==> src/rtl/mc_pkg.sv <==
// Shared types and encodings for the multi-cycle sequencing controller:
// state, instruction type, opcode, PC-select and trap-cause codes.
package mc_pkg;

    typedef enum logic [2:0] {
        ST_FETCH  = 3'd0,
        ST_DECODE = 3'd1,
        ST_EXEC   = 3'd2,
        ST_MEM    = 3'd3,
        ST_WB     = 3'd4,
        ST_HALT   = 3'd5,
        ST_TRAP   = 3'd6
    } state_t;

    localparam logic [1:0] IT_R = 2'b00;
    localparam logic [1:0] IT_J = 2'b01;
    localparam logic [1:0] IT_I = 2'b10;
    localparam logic [1:0] IT_S = 2'b11;

    localparam logic [4:0] OP_LW     = 5'd2;
    localparam logic [4:0] OP_SW     = 5'd3;
    localparam logic [4:0] OP_BEQ    = 5'd4;
    localparam logic [4:0] OP_J      = 5'd0;
    localparam logic [4:0] OP_J_MAX  = 5'd1;
    localparam logic [4:0] OP_RS_MAX = 5'd3;
    localparam logic [4:0] OP_I_MAX  = 5'd4;

    localparam logic [1:0] PC_PLUS4  = 2'b00;
    localparam logic [1:0] PC_BRANCH = 2'b01;
    localparam logic [1:0] PC_JUMP   = 2'b10;

    localparam logic [1:0] TC_NONE    = 2'b00;
    localparam logic [1:0] TC_ILLEGAL = 2'b01;
    localparam logic [1:0] TC_IMEM    = 2'b10;
    localparam logic [1:0] TC_DMEM    = 2'b11;

    function automatic logic opcode_legal(input logic [1:0] it, input logic [4:0] op);
        case (it)
            IT_I:    return op <= OP_I_MAX;
            IT_J:    return op <= OP_J_MAX;
            default: return op <= OP_RS_MAX;
        endcase
    endfunction

endpackage

==> src/rtl/mc_wait_timer.sv <==
// Wait-cycle counter shared by the FETCH and MEM ready waits; pulses expire
// on the TIMEOUT-th consecutive low-ready cycle. TIMEOUT=0 builds no counter.
module mc_wait_timer #(
    parameter int TIMEOUT = 16
) (
    input  logic clk,
    input  logic rst,
    input  logic clr,
    input  logic en,
    output logic expire
);

    generate
        if (TIMEOUT == 0) begin : g_off
            assign expire = 1'b0;
        end else begin : g_on
            localparam int W = (TIMEOUT > 1) ? $clog2(TIMEOUT) : 1;
            localparam logic [W-1:0] LAST = W'(TIMEOUT - 1);

            logic [W-1:0] count_reg;

            always_ff @(posedge clk) begin
                if (rst || clr || expire)
                    count_reg <= '0;
                else if (en)
                    count_reg <= count_reg + W'(1);
            end

            assign expire = en && (count_reg == LAST);
        end
    endgenerate

endmodule

==> src/rtl/multicycle_controller.sv <==
// FETCH/DECODE/EXEC/MEM/WB sequencer with ready timeouts, traps and halt.
// Optional macro MULTICYCLE_CTRL_PERF_CNT_EN builds retire and stall counters.
module multicycle_controller
    import mc_pkg::*;
#(
    parameter int TIMEOUT = 16,
    parameter int CNT_W   = 32
) (
    input  logic             clk,
    input  logic             rst,
    input  logic [4:0]       opcode,
    input  logic [1:0]       itype,
    input  logic             stop,
    input  logic             alu_zero,
    input  logic             imem_ready,
    input  logic             dmem_ready,
    output logic             imem_req,
    output logic             dmem_req,
    output logic             dmem_we,
    output logic             ir_write,
    output logic             pc_write,
    output logic [1:0]       pc_sel,
    output logic             regw,
    output logic             wb_sel,
    output logic [2:0]       state_o,
    output logic             halted,
    output logic             trap,
    output logic [1:0]       trap_cause,
    output logic [CNT_W-1:0] retire_cnt
);

    state_t     state_reg, state_next;
    logic [1:0] trap_cause_reg, trap_cause_next;
    logic       wait_en, expire, retire;
    logic       is_lw, is_sw, is_beq;

    assign is_lw  = (itype == IT_I) && (opcode == OP_LW);
    assign is_sw  = (itype == IT_I) && (opcode == OP_SW);
    assign is_beq = (itype == IT_I) && (opcode == OP_BEQ);

    // Clearing whenever not waiting gives a fresh count on every FETCH/MEM entry.
    assign wait_en = ((state_reg == ST_FETCH) && !imem_ready) ||
                     ((state_reg == ST_MEM)   && !dmem_ready);

    mc_wait_timer #(.TIMEOUT(TIMEOUT)) u_wait_timer (
        .clk    (clk),
        .rst    (rst),
        .clr    (!wait_en),
        .en     (wait_en),
        .expire (expire)
    );

    always_ff @(posedge clk) begin
        if (rst) begin
            state_reg      <= ST_FETCH;
            trap_cause_reg <= TC_NONE;
        end else begin
            state_reg      <= state_next;
            trap_cause_reg <= trap_cause_next;
        end
    end

    always_comb begin
        state_next      = state_reg;
        trap_cause_next = trap_cause_reg;
        retire          = 1'b0;
        imem_req        = 1'b0;
        dmem_req        = 1'b0;
        dmem_we         = 1'b0;
        ir_write        = 1'b0;
        pc_write        = 1'b0;
        pc_sel          = PC_PLUS4;
        regw            = 1'b0;
        wb_sel          = 1'b0;

        case (state_reg)
            ST_FETCH: begin
                imem_req = 1'b1;
                if (imem_ready) begin
                    ir_write   = 1'b1;
                    pc_write   = 1'b1;
                    pc_sel     = PC_PLUS4;
                    state_next = ST_DECODE;
                end else if (expire) begin
                    state_next      = ST_TRAP;
                    trap_cause_next = TC_IMEM;
                end
            end
            ST_DECODE: begin
                if (opcode_legal(itype, opcode)) begin
                    state_next = ST_EXEC;
                end else begin
                    state_next      = ST_TRAP;
                    trap_cause_next = TC_ILLEGAL;
                end
            end
            ST_EXEC: begin
                if (itype == IT_J) begin
                    pc_write = 1'b1;
                    pc_sel   = PC_JUMP;
                    retire   = 1'b1;
                end else if (is_beq) begin
                    pc_write = alu_zero;
                    pc_sel   = PC_BRANCH;
                    retire   = 1'b1;
                end else if (is_lw || is_sw) begin
                    state_next = ST_MEM;
                end else begin
                    state_next = ST_WB;
                end
            end
            ST_MEM: begin
                dmem_req = 1'b1;
                dmem_we  = is_sw;
                if (dmem_ready) begin
                    if (is_sw)
                        retire = 1'b1;
                    else
                        state_next = ST_WB;
                end else if (expire) begin
                    state_next      = ST_TRAP;
                    trap_cause_next = TC_DMEM;
                end
            end
            ST_WB: begin
                regw   = 1'b1;
                wb_sel = is_lw;
                retire = 1'b1;
            end
            default: ;
        endcase

        if (retire)
            state_next = stop ? ST_HALT : ST_FETCH;

        if (rst) begin
            imem_req = 1'b0;
            dmem_req = 1'b0;
            dmem_we  = 1'b0;
            ir_write = 1'b0;
            pc_write = 1'b0;
            pc_sel   = PC_PLUS4;
            regw     = 1'b0;
            wb_sel   = 1'b0;
        end
    end

    assign state_o    = state_reg;
    assign halted     = (state_reg == ST_HALT);
    assign trap       = (state_reg == ST_TRAP);
    assign trap_cause = trap_cause_reg;

`ifdef MULTICYCLE_CTRL_PERF_CNT_EN
    logic [CNT_W-1:0] retire_cnt_reg;
    logic [CNT_W-1:0] stall_cnt_reg;

    always_ff @(posedge clk) begin
        if (rst) begin
            retire_cnt_reg <= '0;
            stall_cnt_reg  <= '0;
        end else begin
            if (retire)
                retire_cnt_reg <= retire_cnt_reg + CNT_W'(1);
            if (wait_en)
                stall_cnt_reg <= stall_cnt_reg + CNT_W'(1);
        end
    end

    assign retire_cnt = retire_cnt_reg;
`else
    assign retire_cnt = '0;
`endif

endmodule

==> config.mk <==
export PLATFORM = sky130hd
export DESIGN_NAME = multicycle_controller
export DESIGN_NICKNAME = d
export VERILOG_FILES = /design/src/rtl/mc_pkg.sv /design/src/rtl/mc_wait_timer.sv /design/src/rtl/multicycle_controller.sv
export SDC_FILE = /design/constraint.sdc
export NUM_CORES = 1
export LEC_CHECK = 0
export CAP_MARGIN = 20
export CORE_MARGIN = 2
export CORE_UTILIZATION = 38
export DETAILED_ROUTE_END_ITERATION = 10
export PLACE_DENSITY = 0.81
export REMOVE_ABC_BUFFERS = 1
export SLEW_MARGIN = 20
export SYNTH_ARGS = -nofsm -noshare
export SYNTH_HDL_FRONTEND = slang
export SYNTH_SLANG_ARGS = --single-unit
export TNS_END_PERCENT = 100
==> constraint.sdc <==
create_clock -name clk -period 1.6 [get_ports clk]
set_input_delay 0.16 -clock clk [delete_from_list [all_inputs] [get_ports clk]]
set_output_delay 0.16 -clock clk [all_outputs]
set_load 0.1 [all_outputs]
==> results.cfg <==
[clock_tree]
clk_pin_slew_ns = 0.07
ctsLongestPathBuffers = 2
cts_buffers = 3
htree_num_levels = 1
clock_tree_from_tritoncts = done
clk-insertion-delay-late_ns = 0.28
postCtsHoldBufs = 0
ctsRootBufferMaster = sky130_fd_sc_hd__clkbuf_4
numClockSinks = 9

[global_routing]
grt_max_degree = 10
grt_first_pass_wirelength_um = 4730
gr-total-overflow = 0
total_track_usage_pct = 18.9
antenna_found_initial = 0
first_global_vias = 1086

[timing]
grt_setup_unrepaired = true
maxSlewViolCount = 0
final.setup_skew_ns = 0.00709
setup-violations-final = 5
clock.fmax_ghz = 0.601
finalHoldWorstSlack_ns = 0.455
finalWorstPathRequiredPeriod_ns = 1.66
final.setup.worst_slack_ns = -0.0633
post_route_fraction_of_the_period_consumed_by_the_critical_path_pct = 104
timing_hold_violations_final = 0

[layout]
fillerInstances = 201
area_delta_synth_final_pct = 73.2
multiInputGateArea_sq_um = 793
largest_reg_flops = 4
most_frequent_cells_in_the_layout = sky130_fd_sc_hd__buf_4 (39), sky130_fd_sc_hd__conb_1 (32), sky130_fd_sc_hd__buf_12 (16)
register_area_sq_um = 191
final_common_cell = sky130_fd_sc_hd__buf_4
final_cell_area_sq_um = 1810
num-nets-final = 218
drive_above_1_share_pct = 46.8
insertedDiodeCount = 0

[floorplanning]
initial_core_util_pct = 38.9
die_height_um = 56.5
die_w_um = 56.5
die-area_sq_um = 3190
core_region_area_sq_um = 2690
io_pins = 61
row_count = 19

[synth]
synth_warnings = 0
yosys_register_bits = 9
netlist_instances = 135
count_of_distinct_cell_types_in_the_synthesized_netlist = 42
synthesis.area_sq_um = 1050
synthesis.area_per_instance_sq_um = 7.75
yosysSeqAreaShare_pct = 17.2

[drt]
route.final.wire_length_um = 3370
postRouteAntennaNets = 0
wire_per_inst_um = 14.5
remaining_drc_errors = 0
via_count = 1151
routed_vias_inst = 4.96
detailedRoute.firstIterationViolations = 41
drt_pass1_iterations = 4

[critical_path]
critPathMaxStageDelay_ns = 0.38
timing.reg2reg.setup_slack_ns = -0.03
critPathKind = register to output pin
critical_path.n_buffers_inverters = 2
worstSetupEndpointType = output pin
critPathTopFamily = simple AND/OR/NAND/NOR gates
timing.critical_path.required_ns = 1.44
cp.arrival_ns = 1.50
cp-start-kind = register
worstPathCellList = nand2b_4 -> nor3_4 -> nor3b_2 -> buf_4 -> buf_12
crit_path_max_fanout = 7
cell_type_of_the_slowest_stage_on_the_worst_timing_path = sky130_fd_sc_hd__dfxtp_4

[placed_design]
preCtsSetupSlack_ns = -0.427
detailed_place.area_sq_um = 1560
port_buffers = 28
place.detailed.hpwl_um = 1970
finalWeightedCongestion = 0.785

[job]
cap_viol_max_count = 0

[run_status]
failed_checks = negative setup slack
run_status = finished, violations left

[power]
p_per_area_nw_per_um2 = 1510
p_leak_nw = 0.807
ir_drop_v = 0.00116

[worst_hold_path]
hold_path_class = register to register
[metal layers]
layer | vias to the layer above | GRT usage, % | routed length, um
li1 | 539 | - | -
met1 | 546 | 20.7 | 1240
met2 | 55 | 33.7 | 1840
met3 | 11 | 2.76 | 178
met4 | 0 | 11.2 | 116
met5 | - | 0 | 0
[path summary, 6_finish.rpt]
| kind | from | end | depth (start not counted) |
|---|---|---|---|
| worst max-delay path | state_o[1]$_SDFFE_PP0P_ | wb_sel | 5 |
| worst min register to register | u_wait_timer.g_on.count_reg[0]$_SDFFE_PP0P_ | u_wait_timer.g_on.count_reg[0]$_SDFFE_PP0P_ | 1 |
| worst min-delay path | u_wait_timer.g_on.count_reg[0]$_SDFFE_PP0P_ | u_wait_timer.g_on.count_reg[0]$_SDFFE_PP0P_ | 1 |
| worst max register to register | u_wait_timer.g_on.count_reg[0]$_SDFFE_PP0P_ | state_o[2]$_SDFFE_PP0P_ | 6 |
[synthesized netlist by cell type, drive strengths merged]
cell / count / share of area [%]
nor3: 6 / 2.9
nand3b: 3 / 2.2
or3b: 1 / 0.84
nand4: 2 / 1.2
xor2: 1 / 0.84
nor2b: 2 / 1.2
and2: 2 / 1.2
o32ai: 1 / 0.84
a311oi: 1 / 0.84
nand2b: 3 / 1.8
o21bai: 3 / 3.2
clkbuf: 1 / 1.3
nand2: 4 / 1.4
and4b: 1 / 0.96
xnor2: 1 / 0.84
nor4: 2 / 1.2
ha: 3 / 3.6
a41oi: 1 / 0.84
a211o: 1 / 0.84
a31oi: 2 / 1.2
a211oi: 3 / 2.2
and3b: 1 / 1.2
a21o: 1 / 0.72
and3: 2 / 1.3
inv: 6 / 2.2
o22ai: 1 / 0.60
o41ai: 2 / 2.4
conb: 1 / 0.36
dfxtp: 9 / 17
a21oi: 4 / 2.3
nor2: 13 / 4.7
o21ai: 3 / 1.4
nand3: 5 / 2.4
nor3b: 6 / 5.4
buf: 37 / 27
[per-stage QoR]
step	total power, W	instances	utilization [%]	TNS (ns)
floorplan	0.00154	128	-	-31.83
global placement	0.00218	215	58.1	-2.66
detailed placement	0.00220	215	58.1	-2.97
CTS	0.00251	227	64.0	-0.0578
global route	0.00282	232	67.4	-0.458
finish	0.00273	232	67.4	-0.158
[timing repair]
| action | CTS | global route |
|---|---|---|
| endpoints found under the setup margin | 14 | 10 |
| buffers inserted | 8 | 5 |
| pin swaps | 11 | 8 |
| gates resized for setup | 36 | 13 |
[power by group]
group	internal (W)	leakage (nW)	total [W]	switching (W)
Clock	0.0000930	0.0177	0.000195	0.000102
Combinational	0.000784	0.714	0.00214	0.00136
Sequential	0.000286	0.0753	0.000392	0.000106
[logic make-up after synthesis]
group                      count (synthesis)  synth area share [%]
and+or+nand+nor                           53                  29.8
buffers and inverters                     44                  30.0
AOI/OAI and AO/OA                         23                  17.3
DFF                                        9                  17.2
adders and majority gates                  3                  3.59
xor gates and xnor gates                   2                  1.67
other                                      1                 0.359
[final cells by class]
class | count | share of cell area (%)
Multi-Input combinational cell | 113 | 43.8
Timing Repair Buffer | 69 | 40.7
Sequential cell | 9 | 10.6
Tap cell | 31 | 2.14
Clock buffer | 3 | 1.24
Inverter | 6 | 1.24
Clock inverter | 1 | 0.276
Note: power is estimated with default switching activity, not from simulation.
